<file path="src/rtl/argmax_stream_feeder.sv">
// argmax_stream_feeder: buffers one score vector from a valid/ready source and
// replays it as an indexed element stream, followed by a one-cycle flush bubble.
module argmax_stream_feeder #(
  parameter int DATA_WIDTH    = 8,
  parameter int INDEX_WIDTH   = 10,
  parameter int VECTOR_LENGTH = 10
) (
  input  logic                   clk,
  input  logic                   reset_n,
  input  logic [DATA_WIDTH-1:0]  in_value,
  input  logic                   in_valid,
  output logic                   in_ready,
  output logic [INDEX_WIDTH-1:0] input_index,
  output logic [DATA_WIDTH-1:0]  input_value,
  output logic                   input_enable,
  output logic                   vector_done
);
  localparam int AW = $clog2(VECTOR_LENGTH);
  localparam logic [INDEX_WIDTH-1:0] LAST = INDEX_WIDTH'(VECTOR_LENGTH - 1);
  typedef enum logic [1:0] {FILL, STREAM, FLUSH} state_t;
  state_t state;
  logic [INDEX_WIDTH-1:0] fill_cnt, str_cnt;
  logic [DATA_WIDTH-1:0] mem [VECTOR_LENGTH];
  logic accept;
  assign accept = (state == FILL) && in_valid && in_ready;
  always_ff @(posedge clk)
    if (accept) mem[fill_cnt[AW-1:0]] <= in_value;
  // Element 0 is launched on the final accept edge so the stream starts one cycle later.
  always_ff @(posedge clk or negedge reset_n) begin
    if (!reset_n) begin
      state        <= FILL;
      fill_cnt     <= '0;
      str_cnt      <= '0;
      in_ready     <= 1'b0;
      input_index  <= '0;
      input_value  <= '0;
      input_enable <= 1'b0;
      vector_done  <= 1'b0;
    end else begin
      case (state)
        FILL: begin
          vector_done  <= 1'b0;
          input_enable <= 1'b0;
          in_ready     <= 1'b1;
          if (accept) begin
            if (fill_cnt == LAST) begin
              fill_cnt     <= '0;
              in_ready     <= 1'b0;
              input_enable <= 1'b1;
              input_index  <= '0;
              input_value  <= mem[0];
              str_cnt      <= INDEX_WIDTH'(1);
              state        <= STREAM;
            end else begin
              fill_cnt <= fill_cnt + 1'b1;
            end
          end
        end
        STREAM: begin
          input_enable <= 1'b1;
          input_index  <= str_cnt;
          input_value  <= mem[str_cnt[AW-1:0]];
          str_cnt      <= (str_cnt == LAST) ? '0 : str_cnt + 1'b1;
          state        <= (str_cnt == LAST) ? FLUSH : STREAM;
        end
        FLUSH: begin
          input_enable <= 1'b0;
          input_index  <= '0;
          input_value  <= '0;
          vector_done  <= 1'b1;
          in_ready     <= 1'b0;
          state        <= FILL;
        end
        default: state <= FILL;
      endcase
    end
  end
endmodule

</file>
<file path="config.mk">
export PLATFORM = sky130hd
export DESIGN_NAME = argmax_stream_feeder
export DESIGN_NICKNAME = d
export VERILOG_FILES = /design/src/rtl/argmax_stream_feeder.sv
export SDC_FILE = /design/constraint.sdc
export NUM_CORES = 1
export LEC_CHECK = 0
export CAP_MARGIN = 20
export CORE_ASPECT_RATIO = 1.4
export CORE_MARGIN = 8
export CORE_UTILIZATION = 45
export CTS_BUF_LIST = sky130_fd_sc_hd__clkbuf_8
export CTS_CLUSTER_DIAMETER = 60
export DETAILED_ROUTE_END_ITERATION = 16
export PLACE_DENSITY_LB_ADDON = 0.1
export SLEW_MARGIN = 20
export SYNTH_ARGS = -nofsm -noshare
export SYNTH_HDL_FRONTEND = slang
export SYNTH_SLANG_ARGS = --single-unit
export TNS_END_PERCENT = 10
</file>
<file path="constraint.sdc">
create_clock -name clk -period 2.1 [get_ports clk]
set_input_delay 0.21 -clock clk [delete_from_list [all_inputs] [get_ports clk]]
set_output_delay 0.21 -clock clk [all_outputs]
set_load 0.01 [all_outputs]
</file>
# Word-level counts from Yosys, hierarchy flattened
# Memory sizes are Yosys's and may differ from the RTL's.
# Cells that the tools add are included.
classes:
  addsub: 2
  eq_ne: 6
  n_mux: 24
  reduce_logical: 10
op_table:
  columns: ["cell", "n"]
  rows:
  - ["$mux W10", 6]
  - ["$pmux W10 S3", 1]
  - ["$pmux W8 S3", 1]
  - ["$add A10 B1 Y10 const B", 2]
  - ["$eq A10 B4 Y1 const B", 2]
  - ["$pmux W10 S2", 1]
  - ["$mux W8", 2]
  - ["$mux W1", 6]
  - ["$mux W2", 3]
  - ["$reduce_and A3 Y1", 2]
  - ["$pmux W1 S2", 2]
  - ["$pmux W2 S2", 1]
  - ["$reduce_and A2 Y1", 2]
  - ["$reduce_bool A2 Y1", 2]
  - ["$pmux W1 S3", 1]
  - ["$reduce_bool A3 Y1", 1]
  - ["$eq A2 B1 Y1 const B", 1]
  - ["$eq A2 B2 Y1 const B", 1]
  - ["$logic_and A1 B1 Y1", 2]
  - ["$logic_not A2 Y1", 1]
  - ["$ne A2 B1 Y1 const B", 1]
  - ["$ne A2 B2 Y1 const B", 1]
word_totals:
  ff_bits: 43
  ram_bits: 80
  inputBits: 11
  word_cells: 51
  mem_count: 1
memory_table:
  columns: ["memory", "words", "width", "read_ports", "rd_clocked_by_memory_dff", "wr", "line_no", "rtl"]
  rows:
  - ["mem", 10, 8, 2, 0, 1, "23", "logic [DATA_WIDTH-1:0] mem [VECTOR_LENGTH];"]

# Logic depth before layout (Yosys ltp)
# Gate-level depths: netlist of run 1.
depth:
  ltp_word: 5
  mapped_depth: 9

# Worst setup path before layout of run 1
# Ideal clock, no wire load.
synth_path:
  path_kind: "register to register"
  from: "register state[0]"
  to: "memory mem[3][0] (enable)"
  t_arrival_ns: 1.883
  required_time_ns: 1.705
  setup_slack_ns: -0.177
  path_stages_with_launch: 6
  path_buffers: 1
  cell_sequence: "dfrtp_1 -> inv_1 -> ha_1 -> buf_2 -> nand3_2 -> nor4_1"
synth_via:
  elab_chain_len: 5
synth_lines:
  columns: ["item", "line_no", "rtl"]
  rows:
  - ["start, declared", "21", "state_t state;"]
  - ["start signal, assigned", "64", "state <= (str_cnt == LAST) ? FLUSH : STREAM;"]
  - ["$logic_not A2 Y1", "25", "assign accept = (state == FILL) && in_valid && in_ready;"]
  - ["$logic_and A1 B1 Y1 (2 in series)", "25", null]
  - ["$mux W1", "27", "if (accept) mem[fill_cnt[AW-1:0]] <= in_value;"]
  - ["$mux W1 (not written as such)", "27", null]
  - ["end, declared", "23", null]
# No other way between the ends.

# Worst setup path after layout of run 1
layout_path:
  from: "register fill_cnt[1]"
  to: "register input_index[9]"
layout_via:
  elab_chain_len: 3
layout_lines:
  columns: ["item", "line_no", "rtl"]
  rows:
  - ["start, declared", "22", "logic [INDEX_WIDTH-1:0] fill_cnt, str_cnt;"]
  - ["start signal, assigned", "55", "fill_cnt <= fill_cnt + 1'b1;"]
  - ["$eq A10 B4 Y1", "46", "if (fill_cnt == LAST) begin"]
  - ["$ne A2 B1 Y1 (no line)", null, null]
  - ["$reduce_and A3 Y1 (no line)", null, null]
  - ["end signal, assigned", "61", "input_index <= str_cnt;"]
  - ["end, declared", "13", "output logic [INDEX_WIDTH-1:0] input_index,"]
# No other way between the ends.
# A chain may end at the register's enable or synchronous reset.

==> flow_summary.json, run 1 <==
{
  "synth.distinct_cells": 45,
  "global_route_wire_length_before_repair_um": 19500,
  "dieArea_um2": 15800,
  "grt_use_total_pct": 16.1,
  "max_slew_margin_pct": 66.3,
  "cts_max_path_buffers": 2,
  "finalNetCount": 498,
  "wl_met3_um": 384,
  "wire_per_inst_um": 19.0,
  "r2r.worst_path.cells": 7,
  "hp-class": "in2async",
  "crit_path_cell_trace": "inv_2 > ha_4 > or4b_4 > buf_6 > o41a_1 > o21ai_1 > o21ai_1",
  "share_of_the_synthesized_area_in_the_top_cell_type_pct": 44.4,
  "share_of_the_core_filled_with_cells_in_the_final_layout_pct": 57.6,
  "num_antenna_cells": 0,
  "post_route_clock_period_utilization_pct": 102,
  "endpoint_class_of_the_critical_path": "flip-flop",
  "postSynthRegisterBits": 123,
  "cp_common_cell": "sky130_fd_sc_hd__o21ai_1",
  "count_of_mapped_cells_out_of_synthesis": 400,
  "layoutNonFillerInstCount": 637,
  "worstPathArrival_ns": 2.45,
  "clk-insertion-delay-late_ns": 0.42,
  "violations_in_the_final_reports": "negative setup slack",
  "p_total_mw": 4.90,
  "period_minus_ws_final_ns": 2.14,
  "cp_num_buf_inv": 2,
  "root_buffer": "sky130_fd_sc_hd__clkbuf_8",
  "crit_path_max_incr_delay_ns": 0.51,
  "overflow": 0,
  "fmax_ghz": 0.467,
  "highest-signal-layer": "met4",
  "drc": 0,
  "rr_endpoint": "input_index[9]",
  "clkSinkCount": 123,
  "clkSlewWorstSetupHoldPaths_ns": 0.08,
  "drive_above_1_share_pct": 19.6,
  "detailroute.wirelength.met2_um": 6600,
  "detailed_placer_s_ending_hpwl_um": 8270,
  "global_placement_routability_congestion": 0.809,
  "antenna_violating_nets_post_route": 0,
  "tritoncts_clock_tree": "yes",
  "die_y_um": 146,
  "ctsHtreeMaxLevel": 4,
  "vias_per_cell": 5.43,
  "drt-initial-drc-count": 138,
  "synth_sequential_area_ratio_pct": 64.3,
  "timing_worst_slew_pin_value_ns": 0.506,
  "ios": 32,
  "startpoint_of_the_worst_register_to_register_path": "fill_cnt[1]",
  "pin_count_of_the_biggest_net_entering_global_routing": 47,
  "final-max-slew-violation-count": 0,
  "wirelength_met1_um": 5040,
  "placementRows": 47,
  "detailroute.via_count": 3462,
  "leakage_power_of_the_design_nw": 2.52,
  "dpl.cell_count": 599,
  "setup_viol": 19,
  "reg2reg_slack_ns": -0.04,
  "synth_warnings": 0,
  "grt_antenna_before_repair": 0,
  "tritoncts.num_buffers": 17,
  "ys_top_cells_by_area": "sky130_fd_sc_hd__edfxtp_1 44%, sky130_fd_sc_hd__dfrtp_1 20%, sky130_fd_sc_hd__mux2i_1 9.1%",
  "worstPathRequired_ns": 2.41,
  "synthesis.nets": 421,
  "post_synth_instance_area_um2": 5410,
  "floorplan_core_area_um2": 11800,
  "finalWorstSetupSlack_ns": -0.0416,
  "area_growth_synth_to_finish_pct": 25.2,
  "avgSynthCellArea_um2": 13.5,
  "run_status": "finished with violations",
  "multi_input_area_um2": 1800,
  "timing.critical_path.fanout_max": 5,
  "crit_path_top_delay_cell": "sky130_fd_sc_hd__o41a_1",
  "final_hold_viol_count": 0,
  "worst-setup-path-type": "reg2reg",
  "ir_drop_mv": 0.445,
  "die_x_um": 109,
  "cp-start-kind": "flip-flop",
  "synth_area_leader_cell": "sky130_fd_sc_hd__edfxtp_1",
  "cellPowerDensity_nw_per_um2": 724,
  "nFillCells": 988,
  "initial_standard_cell_utilization_of_the_core_pct": 46.0,
  "cap_violations": 0,
  "layout.cell_area.non_filler_um2": 6770,
  "grt_setup_unrepaired": "yes",
  "seqCellArea_um2": 3480,
  "first_pass_iters": 4,
  "dpl-instance-area_um2": 6220,
  "finClkSkew_ns": 0.0112,
  "vias_in_the_first_global_route": 3652,
  "critPathTopFamily": "compound AO/OA/AOI/OAI gates",
  "port_bufs": 31,
  "wl_um": 12100
}
## metrics by stage
stage	hold slack [ns]	setup TNS, ns	setup slack (ns)
floorplan	-0.0856	-0.175	-0.0443
global placement	0.117	-0.182	-0.0331
detailed placement	0.122	-0.652	-0.0981
CTS	0.199	-0.133	-0.0378
global route	0.224	-3.61	-0.0942
finish	0.208	-0.475	-0.0416
## layer usage
layer | track usage, % | vias up
li1 | - | 1664
met1 | 18.6 | 1736
met2 | 27.7 | 54
met3 | 3.86 | 8
met4 | 5.91 | 0
met5 | 0 | -
## worst max-delay path by stage
stage               slack [ns]  cells past startpoint         from              to
global route             -0.09                      7  fill_cnt[1]  input_index[3]
global placement         -0.03                      7  fill_cnt[1]      str_cnt[3]
floorplan                -0.04                      8  fill_cnt[1]  input_index[2]
detailed placement        -0.1                      7  fill_cnt[1]      str_cnt[3]
CTS                      -0.04                      7  fill_cnt[1]      str_cnt[3]
finish                   -0.04                      7  fill_cnt[1]  input_index[9]
## power breakdown
group	leakage, nW	total [mW]	internal, mW	switching (mW)
registers	1.24	2.58	2.58	0
logic	1.07	0.0556	0.0180	0.0376
clock network	0.213	2.26	1.29	0.969
## repair_timing
action,4_1_cts,5_1_grt
pin swaps,2,11
resized for setup,4,26
hold buffers,1,0
setup buffers,0,4
gates cloned,0,1
endpoints found under the setup margin,19,75
hold endpoints to repair,13,0
## registers in the layout, indices dropped and copies added, names as in the netlist
| signal | cells |
|---|---|
| mem | 80 |
| fill_cnt | 10 |
| input_index | 10 |
| str_cnt | 10 |
| input_value | 8 |
| state | 2 |
| in_ready | 1 |
| input_enable | 1 |
| vector_done | 1 |
## layout make-up
cell class	instances	share of cell area, %
flip-flops and latches	123	51.4
multi-input cells	233	26.6
repair buffers	76	11.4
clock buffers	17	3.46
clock inverters	15	2.92
well taps	147	2.72
inverters	26	1.44
## cells by family after synthesis
group	after synthesis	share of synthesized area (%)
AO/OA/AOI/OAI	80	10.5
AND/OR/NAND/NOR	85	8.84
buffers and inverters	45	3.61
flip-flops	123	64.3
multiplexers	49	9.07
adder cells (fa/ha/maj)	10	2.31
XOR/XNOR	8	1.30
## cells in the final DEF (no fill, tap or decap), types with 4 or more instances in the layout
cell	Yosys	routed
sky130_fd_sc_hd__bufinv_16	0	4
sky130_fd_sc_hd__buf_4	0	32
sky130_fd_sc_hd__nand2_1	18	18
sky130_fd_sc_hd__inv_1	26	25
sky130_fd_sc_hd__o22ai_1	9	9
sky130_fd_sc_hd__o21ai_0	27	14
sky130_fd_sc_hd__a22o_1	6	6
sky130_fd_sc_hd__ha_1	10	9
sky130_fd_sc_hd__nor2_1	12	11
sky130_fd_sc_hd__clkinv_4	0	4
sky130_fd_sc_hd__clkdlybuf4s50_1	0	30
sky130_fd_sc_hd__edfxtp_1	80	80
sky130_fd_sc_hd__xor2_1	5	5
sky130_fd_sc_hd__dfrtp_1	43	42
sky130_fd_sc_hd__and3_1	8	8
sky130_fd_sc_hd__and2_1	9	9
sky130_fd_sc_hd__a22oi_1	16	16
sky130_fd_sc_hd__o21ai_2	0	5
sky130_fd_sc_hd__nand4_1	6	6
sky130_fd_sc_hd__nor3_1	9	9
sky130_fd_sc_hd__a31oi_1	8	8
sky130_fd_sc_hd__mux2i_1	49	48
sky130_fd_sc_hd__buf_12	0	9
sky130_fd_sc_hd__nand3_1	4	4
sky130_fd_sc_hd__clkbuf_8	0	17
sky130_fd_sc_hd__o21ai_1	0	8
sky130_fd_sc_hd__nor2b_1	5	5
## synth_stat cells, drive strengths merged
master,number
nor2,12
a21oi,1
edfxtp,80
o31ai,2
xor2,5
or4b,1
nor4b,1
and3,8
o21ai,27
clkbuf,8
a31oi,8
nand2b,3
nand3,5
nor3,9
nand2,18
a211o,1
dfrtp,43
a221o,2
and4,2
a22o,6
a22oi,16
a21o,2
inv,26
ha,10
nand4,6
o41ai,2
and2,9
nor4,3
nor2b,5
o211ai,1
nor3b,1
o21a,1
mux2i,49
xnor2,3
o22ai,9
buf,11
o41a,1
a41o,1
or3,2
Power figures use the tool's default switching activity.
==> run 2, diff against run 1 <==
Settings changed: CORE_ASPECT_RATIO 1.4 to 0.6, CTS_CLUSTER_SIZE set to 30.
==> flow_summary.json, run 2 (synthesis gave the netlist of run 1 again) <==
{
  "run_status": "finished clean",
  "reg2reg_slack_ns": 0.02,
  "timing_worst_slew_pin_value_ns": 0.462,
  "timing.critical_path.fanout_max": 10,
  "layoutNonFillerInstCount": 648,
  "clkSinkCount": 123,
  "overflow": 0,
  "detailroute.via_count": 3443,
  "global_route_wire_length_before_repair_um": 19100,
  "rr_endpoint": "input_index[1]",
  "drive_above_1_share_pct": 16.4,
  "wl_um": 11900,
  "crit_path_max_incr_delay_ns": 0.54,
  "cp_num_buf_inv": 1,
  "port_bufs": 31,
  "commonest_non_fill_non_tap_cells_in_the_layout": "80 x sky130_fd_sc_hd__edfxtp_1, 49 x sky130_fd_sc_hd__mux2i_1, 42 x sky130_fd_sc_hd__dfrtp_1, 30 x sky130_fd_sc_hd__clkdlybuf4s50_1, 29 x sky130_fd_sc_hd__buf_4",
  "final-max-slew-violation-count": 0,
  "tritoncts_clock_tree": "yes",
  "startpoint_of_the_worst_register_to_register_path": "fill_cnt[1]",
  "largest_register_ff_count": 80,
  "leakage_power_of_the_design_nw": 2.45,
  "finClkSkew_ns": 0.0114,
  "vias_in_the_first_global_route": 3485,
  "post_route_clock_period_utilization_pct": 99.3,
  "die_x_um": 158,
  "nFillCells": 977,
  "num_antenna_cells": 0,
  "worstPathArrival_ns": 2.40,
  "initial_standard_cell_utilization_of_the_core_pct": 45.4,
  "clkSlewWorstSetupHoldPaths_ns": 0.08,
  "dpl-instance-area_um2": 6230,
  "drt-initial-drc-count": 239,
  "placementRows": 31,
  "crit_path_top_delay_cell": "sky130_fd_sc_hd__or4b_4",
  "endpoint_class_of_the_critical_path": "flip-flop",
  "hp-class": "in2async",
  "mostFrequentLayoutCell": "sky130_fd_sc_hd__edfxtp_1",
  "r2r.worst_path.cells": 6,
  "cap_violations": 0,
  "dpl.cell_count": 615,
  "final_hold_viol_count": 0,
  "vias_per_cell": 5.31,
  "detailed_placer_s_ending_hpwl_um": 8520,
  "finalNetCount": 491,
  "area_growth_synth_to_finish_pct": 22.2,
  "drc": 0,
  "tritoncts.num_buffers": 17,
  "global_placement_routability_congestion": 0.836,
  "fmax_ghz": 0.480,
  "ios": 32,
  "ir_drop_mv": 0.402,
  "worstPathRequired_ns": 2.42,
  "pin_count_of_the_biggest_net_entering_global_routing": 38,
  "wire_per_inst_um": 18.3,
  "max_slew_margin_pct": 69.2,
  "grt_setup_unrepaired": "yes",
  "setup_viol": 0,
  "cp-startpoint": "fill_cnt[1]",
  "clk-insertion-delay-late_ns": 0.43,
  "cts_max_path_buffers": 2,
  "period_minus_ws_final_ns": 2.08,
  "cellPowerDensity_nw_per_um2": 687,
  "dieArea_um2": 15900,
  "antenna_violating_nets_post_route": 0,
  "crit_path_cell_trace": "inv_1 > ha_1 > or4b_4 > o41a_1 > o21ai_0 > o31ai_1",
  "first_pass_iters": 4,
  "layout.cell_area.non_filler_um2": 6610,
  "ctsHtreeMaxLevel": 4,
  "worst-setup-path-type": "reg2reg",
  "grt_antenna_before_repair": 0,
  "grt_use_total_pct": 16.1,
  "root_buffer": "sky130_fd_sc_hd__clkbuf_8",
  "critPathTopFamily": "compound AO/OA/AOI/OAI gates",
  "floorplan_core_area_um2": 11900,
  "cp-start-kind": "flip-flop",
  "die_y_um": 101
}
==> run 2: through the flow <==
step	total power [mW]	hold WS, ns	setup WS (ns)	util (%)	TNS, ns
floorplan	2.63	-0.0856	-0.0443	-	-0.175
global placement	2.69	0.173	-0.0120	52.3	-0.0361
detailed placement	2.69	0.174	-0.0671	52.3	-0.283
CTS	4.60	0.227	0.00359	55.4	0
global route	4.70	0.259	-0.0409	55.5	-0.314
finish	4.54	0.238	0.0155	55.5	0
==> run 2: area by class of cell <==
type	instances	area, um^2	share of cell area [%]
clock buffer	17	234	3.54
inverter	26	97.6	1.48
tap	165	206	3.13
clock inverter	15	130	1.97
sequential	123	3480	52.7
timing repair buffer	70	713	10.8
multi-input combinational	232	1740	26.4
==> run 2: worst register-to-register path, delay by kind of cell (launching register included) <==
| family | cells | cell delay (ns) |
|---|---|---|
| flops | 1 | 0.38 |
| fa+ha+maj | 1 | 0.15 |
| compound gates | 3 | 0.83 |
| simple gates | 1 | 0.54 |
| buf+inv | 1 | 0.07 |
==> run 2: routing by layer <==
layer | share of wire [%] | track usage, % | vias to the layer above
li1 | - | - | 1646
met1 | 52 | 24.3 | 1704
met2 | 41 | 21.8 | 82
met3 | 5.7 | 3.98 | 11
met4 | 1.0 | 5.46 | 0
met5 | 0 | 0 | -
==> run 2: worst max path at each step <==
stage                endpoint  cells after the start
3_5_place_dp       str_cnt[8]                      7
2_1_floorplan  input_index[2]                      8
4_1_cts        input_index[3]                      6
5_1_grt            str_cnt[2]                      7
3_3_place_gp       str_cnt[8]                      7
6_report       input_index[1]                      6
==> run 2: report_power, final <==
part | total [mW] | switching, mW | internal [mW]
logic | 0.0570 | 0.0378 | 0.0192
clock network | 1.90 | 0.968 | 0.930
registers | 2.58 | 0 | 2.58
total | 4.54 | 1.01 | 3.53
==> run 2: repair_timing <==
| item | 4_1_cts | 5_1_grt |
|---|---|---|
| setup buffers | 0 | 0 |
| hold buffers | 1 | 0 |
| pin swaps | 3 | 0 |
| gates resized for setup | 0 | 9 |
| setup endpoints to repair | 9 | 18 |
| hold endpoints to repair | 16 | 0 |
==> run 3, diff against run 2 <==
==> constraint.sdc (replaced) <==
create_clock -name clk -period 2.1 [get_ports clk]
set_input_delay 0.42 -clock clk [delete_from_list [all_inputs] [get_ports clk]]
set_output_delay 0.42 -clock clk [all_outputs]
set_load 0.005 [all_outputs]
==> flow_summary.json, run 3 (synthesis gave the netlist of run 1 again) <==
{
  "detailroute.via_count": 3545,
  "switching_power_of_the_nets_mw": 0.973,
  "worstPathRequired_ns": 2.41,
  "cellPowerDensity_nw_per_um2": 694,
  "power_frac_seq_pct": 55.2,
  "combinational_power_share_pct": 1.3,
  "final_hold_viol_count": 0,
  "area_growth_synth_to_finish_pct": 24.7,
  "clk-insertion-delay-late_ns": 0.43,
  "timing_worst_slew_pin_value_ns": 0.546,
  "share_of_the_core_filled_with_cells_in_the_final_layout_pct": 56.6,
  "cp-startpoint": "fill_cnt[1]",
  "wl_um": 12300,
  "fmax_ghz": 0.465,
  "clkSinkCount": 123,
  "floorplan_core_area_um2": 11900,
  "power.clock.fraction_pct": 43.6,
  "nFillCells": 1005,
  "final-max-slew-violation-count": 0,
  "reg2reg_slack_ns": -0.05,
  "port_bufs": 31,
  "drive_above_1_share_pct": 18.4,
  "overflow": 0,
  "tritoncts_clock_tree": "yes",
  "die_y_um": 101,
  "commonest_non_fill_non_tap_cells_in_the_layout": "80 x sky130_fd_sc_hd__edfxtp_1, 49 x sky130_fd_sc_hd__mux2i_1, 42 x sky130_fd_sc_hd__dfrtp_1, 30 x sky130_fd_sc_hd__clkdlybuf4s50_1, 29 x sky130_fd_sc_hd__buf_4",
  "first_pass_iters": 4,
  "violations_in_the_final_reports": "negative setup slack",
  "antenna_violating_nets_post_route": 0,
  "post_route_clock_period_utilization_pct": 102,
  "global_route_wire_length_before_repair_um": 19300,
  "grt_antenna_before_repair": 0,
  "p_total_mw": 4.68,
  "seqCellArea_um2": 3480,
  "grt_setup_unrepaired": "yes",
  "ir_drop_mv": 0.445,
  "dpl.cell_count": 617,
  "detailed_placer_s_ending_hpwl_um": 8570,
  "global_placement_routability_congestion": 0.827,
  "max_slew_margin_pct": 63.6,
  "finalHoldWorstSlack_ns": 0.405,
  "layout.cell_area.non_filler_um2": 6740,
  "switching_share_pct": 20.8,
  "dieArea_um2": 15900,
  "r2r.worst_path.cells": 7,
  "grt_use_total_pct": 16.1,
  "worst-setup-path-type": "reg2reg",
  "finalSetupTns_ns": -0.107,
  "drc": 0,
  "wire_per_inst_um": 18.8,
  "mostFrequentLayoutCell": "sky130_fd_sc_hd__edfxtp_1",
  "clkSlewWorstSetupHoldPaths_ns": 0.07,
  "endpoint_class_of_the_critical_path": "flip-flop",
  "ios": 32,
  "rr_endpoint": "str_cnt[6]",
  "placement.setup.worst_slack_ns": -0.156,
  "cap_violations": 0,
  "root_buffer": "sky130_fd_sc_hd__clkbuf_8",
  "finalWorstSetupSlack_ns": -0.0518,
  "vias_in_the_first_global_route": 3510,
  "die_x_um": 158,
  "run_status": "finished with violations",
  "finalNetCount": 497,
  "initial_standard_cell_utilization_of_the_core_pct": 45.4,
  "setup_viol": 4,
  "tritoncts.num_buffers": 17,
  "startpoint_of_the_worst_register_to_register_path": "fill_cnt[1]",
  "drt-initial-drc-count": 236,
  "hp-class": "in2async",
  "dpl-instance-area_um2": 6250,
  "multi_input_area_um2": 1800,
  "crit_path_end": "str_cnt[6]",
  "period_minus_ws_final_ns": 2.15,
  "cts_max_path_buffers": 2,
  "largest_register_ff_count": 80,
  "leakage_power_of_the_design_nw": 2.51,
  "num_antenna_cells": 0,
  "vias_per_cell": 5.42,
  "finClkSkew_ns": 0.00903,
  "timing.critical_path.fanout_max": 6,
  "cp-start-kind": "flip-flop",
  "internal_power_mw": 3.71,
  "layoutNonFillerInstCount": 654,
  "worstPathArrival_ns": 2.46,
  "pin_count_of_the_biggest_net_entering_global_routing": 42,
  "placementRows": 31,
  "ctsHtreeMaxLevel": 4
}
run 3: critical path, stage by stage, from the launching register on:
cell and delay, ns:
sky130_fd_sc_hd__dfrtp_1 0.39, sky130_fd_sc_hd__inv_2 0.08, sky130_fd_sc_hd__ha_4 0.12, sky130_fd_sc_hd__or4b_4 0.55, sky130_fd_sc_hd__buf_6 0.16, sky130_fd_sc_hd__nor4_4 0.29
sky130_fd_sc_hd__a21oi_2 0.10, sky130_fd_sc_hd__a221o_1 0.34
run 3: worst min-delay path by stage:
stage | from | endpoint | slack [ns] | cells past startpoint
5_1_grt | reset_n | vector_done | 0.40 | 2
4_1_cts | reset_n | in_ready | 0.38 | 2
3_3_place_gp | reset_n | in_ready | 0.33 | 1
3_5_place_dp | reset_n | in_ready | 0.32 | 1
6_report | reset_n | in_ready | 0.41 | 2
2_1_floorplan | reset_n | fill_cnt[0] | 0.12 | 0
run 3: power groups by stage:
stage               Clock, mW  Combinational, mW  Sequential [mW]
floorplan                   0          0.0000349             2.63
global placement            0             0.0590             2.63
detailed placement          0             0.0595             2.63
CTS                      2.09             0.0607             2.58
global route             2.19             0.0670             2.58
finish                   2.04             0.0589             2.58
run 3: routing by layer:
layer / global-route usage (%) / wire, um
met2: 22.4 / 5020
met5: 0 / 0
met4: 6.04 / 172
met3: 3.77 / 621
met1: 23.8 / 6480
run 3: final cells by class:
class                   count  share of cell area [%]
repair buffers             75                    11.5
clock inverters            13                    1.80
well taps                 165                    3.06
inverters                  26                    1.45
flip-flops and latches    123                    51.6
clock buffers              19                    3.88
multi-input cells         233                    26.7
run 3: repair_timing:
| action | CTS | global route |
|---|---|---|
| cloned | 0 | 1 |
| resized for setup | 1 | 29 |
| pin swaps | 0 | 11 |
| endpoints found under the hold margin | 11 | 0 |
| hold buffers | 1 | 0 |
| setup endpoints to repair | 8 | 56 |
| buffers inserted | 0 | 3 |
